<file path="src/rtl/seq_detector_param.sv">
`default_nettype none
// ============================================================================
//  Module   : seq_detector_param
//  Brief    : Parametrised serial sequence detector. Pattern value/length,
//             Mealy or Moore output and overlapping or restarting detection
//             are set by parameters. An internal clock-enable divider
//             produces the sample tick, so the design is one clock domain.
//             The next-state function is a KMP-style table built at
//             elaboration time.
//  Options  : define SEQ_DET_MATCH_CNT_EN to build the saturating match
//             counter; without it match_cnt is tied to zero.
//  Revision : 1.0 - initial release
// ============================================================================
module seq_detector_param #(
  parameter int                 PAT_LEN = 5,
  parameter logic [PAT_LEN-1:0] PATTERN = 5'b10010,
  parameter int                 MOORE   = 0,
  parameter int                 OVERLAP = 1,
  parameter int                 DIV     = 1,
  parameter int                 CNT_W   = 8
) (
  input  logic                         clk,
  input  logic                         rest,
  input  logic                         w,
  input  logic                         en,
  output logic                         z,
  output logic                         tick,
  output logic [$clog2(PAT_LEN+1)-1:0] state,
  output logic [CNT_W-1:0]             match_cnt
);

  // --------------------------------------------------------------------------
  // Elaboration-time helpers for building the transition table
  // --------------------------------------------------------------------------

  // Pattern bit by arrival order: index 0 is the first bit received.
  function automatic logic pat_bit(input int idx);
    logic [PAT_LEN-1:0] v;
    v = PATTERN >> (PAT_LEN - 1 - idx);
    return v[0];
  endfunction

  // Longest pattern prefix that is a suffix of (prefix of length k) + b.
  function automatic int kmp_next(input int k, input logic b);
    int   best;
    int   pos;
    logic ok;
    logic sb;
    best = 0;
    for (int l = 1; l <= PAT_LEN; l++) begin
      if (l <= k + 1) begin
        ok = 1'b1;
        for (int i = 0; i < l; i++) begin
          pos = k + 1 - l + i;
          sb  = (pos == k) ? b : pat_bit(pos);
          if (sb != pat_bit(i)) ok = 1'b0;
        end
        if (ok) best = l;
      end
    end
    return best;
  endfunction

  // Longest proper prefix of the pattern that is also its suffix.
  function automatic int kmp_fail();
    int   best;
    logic ok;
    best = 0;
    for (int l = 1; l < PAT_LEN; l++) begin
      ok = 1'b1;
      for (int i = 0; i < l; i++) begin
        if (pat_bit(PAT_LEN - l + i) != pat_bit(i)) ok = 1'b0;
      end
      if (ok) best = l;
    end
    return best;
  endfunction

  // --------------------------------------------------------------------------
  // Constants
  // --------------------------------------------------------------------------
  localparam int C_ST_W      = $clog2(PAT_LEN + 1);
  localparam int C_NUM_ST    = (MOORE != 0) ? PAT_LEN + 1 : PAT_LEN;
  localparam int C_RESTART   = (OVERLAP != 0) ? kmp_fail() : 0;
  localparam int C_DIV_W     = (DIV > 1) ? $clog2(DIV) : 1;
  localparam int C_TAB_DEPTH = 2 ** C_ST_W;

  localparam logic [C_DIV_W-1:0] C_DIV_LAST = C_DIV_W'(DIV - 1);
  localparam logic [C_ST_W-1:0]  C_ST_IDLE  = '0;
  localparam logic [C_ST_W-1:0]  C_ST_LAST  = C_ST_W'(PAT_LEN - 1);
  localparam logic [C_ST_W-1:0]  C_ST_MATCH = C_ST_W'(PAT_LEN);
  localparam logic               C_LAST_BIT = PATTERN[0];

  // Full transition for state code k on bit b, including the match wrap-around
  // and recovery of unused encodings to state 0.
  function automatic int tab_entry(input int k, input logic b);
    if (k >= C_NUM_ST) begin
      return 0;
    end
    if ((MOORE != 0) && (k == PAT_LEN)) begin
      return kmp_next(C_RESTART, b);
    end
    if ((MOORE == 0) && (k == PAT_LEN - 1) && (b == pat_bit(PAT_LEN - 1))) begin
      return C_RESTART;
    end
    return kmp_next(k, b);
  endfunction

  // --------------------------------------------------------------------------
  // Signals
  // --------------------------------------------------------------------------
  logic [C_DIV_W-1:0] r_div_cnt;
  logic               r_tick;
  logic [C_ST_W-1:0]  r_state;
  logic [C_ST_W-1:0]  w_next_state;
  logic               w_sample;
  logic [C_ST_W-1:0]  w_tab0 [C_TAB_DEPTH];
  logic [C_ST_W-1:0]  w_tab1 [C_TAB_DEPTH];

  // Transition table, one entry per state code (every code covered).
  genvar gk;
  generate
    for (gk = 0; gk < C_TAB_DEPTH; gk++) begin : g_kmp_tab
      localparam int C_N0 = tab_entry(gk, 1'b0);
      localparam int C_N1 = tab_entry(gk, 1'b1);
      assign w_tab0[gk] = C_ST_W'(C_N0);
      assign w_tab1[gk] = C_ST_W'(C_N1);
    end
  endgenerate

  // Free-running divider; tick is registered so it is low during reset.
  always_ff @(posedge clk or negedge rest) begin
    if (!rest) begin
      r_div_cnt <= '0;
      r_tick    <= 1'b0;
    end else begin
      r_tick    <= (r_div_cnt == C_DIV_LAST);
      r_div_cnt <= (r_div_cnt == C_DIV_LAST) ? '0 : r_div_cnt + 1'b1;
    end
  end

  assign w_sample = r_tick & en;

  // State register.
  always_ff @(posedge clk or negedge rest) begin
    if (!rest) begin
      r_state <= C_ST_IDLE;
    end else begin
      r_state <= w_next_state;
    end
  end

  // Next-state lookup; the state only moves on a sample.
  always_comb begin
    w_next_state = r_state;
    if (w_sample) begin
      w_next_state = w ? w_tab1[r_state] : w_tab0[r_state];
    end
  end

  // Output decode: Mealy looks at the live input, Moore only at the state.
  always_comb begin
    z = 1'b0;
    if (MOORE != 0) begin
      z = (r_state == C_ST_MATCH);
    end else begin
      z = (r_state == C_ST_LAST) && (w == C_LAST_BIT);
    end
  end

  assign tick  = r_tick;
  assign state = r_state;

`ifdef SEQ_DET_MATCH_CNT_EN
  logic             w_match;
  logic [CNT_W-1:0] r_match_cnt;

  // A match event is a sample that completes the pattern.
  always_comb begin
    w_match = 1'b0;
    if (MOORE != 0) begin
      w_match = w_sample && (w_next_state == C_ST_MATCH);
    end else begin
      w_match = w_sample && (r_state == C_ST_LAST) && (w == C_LAST_BIT);
    end
  end

  // Saturating match counter.
  always_ff @(posedge clk or negedge rest) begin
    if (!rest) begin
      r_match_cnt <= '0;
    end else if (w_match && (r_match_cnt != {CNT_W{1'b1}})) begin
      r_match_cnt <= r_match_cnt + 1'b1;
    end
  end

  assign match_cnt = r_match_cnt;
`else
  assign match_cnt = '0;
`endif

endmodule
`default_nettype wire

</file>
<file path="config.mk">
export PLATFORM = sky130hd
export DESIGN_NAME = seq_detector_param
export DESIGN_NICKNAME = d
export VERILOG_FILES = /design/src/rtl/seq_detector_param.sv
export SDC_FILE = /design/constraint.sdc
export NUM_CORES = 1
export LEC_CHECK = 0
export CELL_PAD_IN_SITES_DETAIL_PLACEMENT = 0
export CELL_PAD_IN_SITES_GLOBAL_PLACEMENT = 2
export CORE_UTILIZATION = 20
export DETAILED_ROUTE_END_ITERATION = 10
export GPL_TIMING_DRIVEN = 0
export PLACE_DENSITY_LB_ADDON = 0.12
export SLEW_MARGIN = 15
export SYNTH_ARGS = -nofsm -noshare
export SYNTH_HDL_FRONTEND = slang
export SYNTH_SLANG_ARGS = --single-unit
</file>
<file path="constraint.sdc">
create_clock -name clk -period 1.8 [get_ports clk]
set_clock_uncertainty 0.1 [all_clocks]
set_input_delay 0.18 -clock clk [delete_from_list [all_inputs] [get_ports clk]]
set_output_delay 0.18 -clock clk [all_outputs]
set_load 0.03 [all_outputs]
</file>
==> results.json <==
{
  "clock_latency_ns": 0.23,
  "finish.utilization_pct": 30.81,
  "cp_top_family": "buffers and inverters",
  "clock_sink_count": 4,
  "grt_pass1_wl_um": 917,
  "antenna_found_initial": 0,
  "syn_inst": 32,
  "run_status": "finished, final reports clean",
  "wl_met3_um": 43,
  "antenna_cells": 0,
  "ctsHoldBuffers": 0,
  "wl_met2_um": 264,
  "postCtsSetupBuffers": 0,
  "fillers": 167,
  "grt_max_degree": 7,
  "ys_top_cells_by_area": "dfrtp_1 (31%), buf_4 (19%), ha_1 (16%)",
  "drt_iter0_drc": 2,
  "ir_drop_mv": 0.3579,
  "synth.most_common_cell": "buf_4",
  "core_mm2": 0.001506,
  "post_drt_wl_per_cell_um": 8.606,
  "synth_common_cells": "buf_4 (8), dfrtp_1 (4), ha_1 (4)",
  "netlist_area_um2": 320.3,
  "die_area_mm2": 0.001766,
  "nNetsFinal": 60,
  "grt_remaining_overflow": 0,
  "cts_buffer_depth": 2,
  "hold_viol": 0,
  "hold_path.class": "in -> async",
  "max_cap_viol_count": 0,
  "drive_above_1_share_pct": 26.00,
  "crit_type": "reg -> out",
  "finalCritPeriodShare_pct": 91.41,
  "grt_pass1_vias": 238,
  "grtUsageTotal_pct": 7.278,
  "start_util_pct": 21.26,
  "tritoncts": "built",
  "ant_nets": 0,
  "h-tree-depth": 1,
  "synth.largest_area_cell": "dfrtp_1",
  "worstPathArrival_ns": 1.37,
  "rsz0062_at_grt": "false",
  "chipHeight_um": 42.02,
  "crit_buf_inv": 1,
  "synthArstFlopShare_pct": 100.0,
  "postSynthAreaPerCell_um2": 10.01,
  "vias_per_cell": 3.727,
  "rrSetupSlack_ns": 0.42,
  "drtPass1Iterations": 2,
  "synth_ff_type": "dfrtp_1",
  "synth-edff-count": 0,
  "cts_root_buffer": "clkbuf_4",
  "slew_violations": 0,
  "area_growth_pct": 44.92,
  "slowest_stage": "clkdlybuf4s50_1",
  "drc": 0,
  "leakage_nw": 0.2424,
  "yosysWarnings": 0,
  "placementRows": 14,
  "worstPathCellList": "clkdlybuf4s50_1",
  "clock.fmax_ghz": 0.6077,
  "met1_length_um": 260,
  "cp-end-kind": "output pin",
  "synth_top_cell_area_share_pct": 31.25,
  "synth_seq_cells": 4,
  "worstSetupStartpointType": "flip-flop",
  "ys_types": 15,
  "die_w_um": 42.02,
  "pre_cts_ws_ns": 0.01407,
  "path_max_fanout": 6,
  "ys_seq_area_share_pct": 31.25,
  "gp_congestion": 0.6590,
  "fin_crit_ns": 1.645,
  "critPathRequiredTime_ns": 1.52,
  "fin_setup_tns_ns": 0,
  "via_count": 246,
  "clk_pin_slew_ns": 0.04,
  "ios": 17,
  "cts_buffers": 3,
  "worst_slack_ns": 0.1545,
  "setup_violations": 0,
  "io_buffers": 8,
  "critical_path.max_stage_delay_ns": 0.71,
  "routed_wl_um": 568,
  "routed.top_layer": "met3",
  "powerDensity_mw_per_mm2": 818.5
}
## state kept, by name, indices dropped and copies added, names as in the netlist
register  flops
state         3
tick          1
## what timing repair did
item,CTS,global route
endpoints found under the setup margin,1,1
resized for setup,1,2
endpoints found under the hold margin,0,0
## routing by layer
metal	vias to the layer above	GRT usage, %
met5	-	0
met3	0	3.017
met4	0	7.500
met1	107	7.817
met2	11	10.31
li1	128	-
## final timing paths
path / from / to / cells after the start
setup / recovery: state[2]$_DFFE_PN0P_ / state[2] / 1
hold / removal: rest / state[0]$_DFFE_PN0P_ / 1
setup reg to reg: state[0]$_DFFE_PN0P_ / state[0]$_DFFE_PN0P_ / 4
hold reg to reg: state[0]$_DFFE_PN0P_ / state[0]$_DFFE_PN0P_ / 1
max in group asynchronous: rest / state[1]$_DFFE_PN0P_ / 1
min in group clk: state[0]$_DFFE_PN0P_ / state[0]$_DFFE_PN0P_ / 1
## layout make-up
| type | count | area (um2) | share of cell area [%] |
|---|---|---|---|
| inverter | 2 | 7.507 | 1.617 |
| clock buffer | 3 | 22.52 | 4.852 |
| multi-input combinational | 25 | 178.9 | 38.54 |
| buffer | 8 | 60.06 | 12.94 |
| timing repair buffer | 8 | 75.07 | 16.17 |
| tap | 16 | 20.02 | 4.313 |
| sequential | 4 | 100.1 | 21.56 |
## cell families after synthesis
family | after synthesis | share of synthesized area (%)
buffers and inverters | 10 | 21.10
adders and majority gates | 4 | 15.63
other | 2 | 2.345
DFF | 4 | 31.25
muxes | 2 | 6.641
and+or+nand+nor | 6 | 10.94
AOI/OAI and AO/OA | 4 | 12.11
## cells in the final DEF, fill, tap and decap left out
| cell type | count |
|---|---|
| a21bo_1 | 1 |
| o211a_1 | 1 |
| mux2_2 | 1 |
| clkdlybuf4s50_1 | 7 |
| ha_1 | 4 |
| clkbuf_4 | 3 |
| nand2_1 | 2 |
| o2bb2ai_1 | 1 |
| conb_1 | 9 |
| clkbuf_2 | 1 |
| mux2i_1 | 1 |
| nor2_1 | 1 |
| dfrtp_1 | 4 |
| inv_1 | 2 |
| a32o_1 | 1 |
| nand3b_1 | 2 |
| buf_4 | 8 |
| and4_1 | 1 |
## power breakdown
| part | total [mW] | internal (mW) | switching (mW) |
|---|---|---|---|
| Clock | 0.107 | 0.0743 | 0.0327 |
| Combinational | 0.152 | 0.0663 | 0.0860 |
| Sequential | 0.121 | 0.103 | 0.0174 |
## stage by stage
step	cell area, um2	cells	total power, mW	hold WS [ns]
after floorplan	346.6	39	0.2253	-0.2156
after global placement	446.7	63	0.2754	0.2864
after detailed placement	446.7	63	0.2755	0.2902
after CTS	467.9	66	0.3884	0.04072
after global routing	464.2	66	0.4135	0.03797
final	464.2	66	0.3800	0.04458
Power figures use the tool's default switching activity.
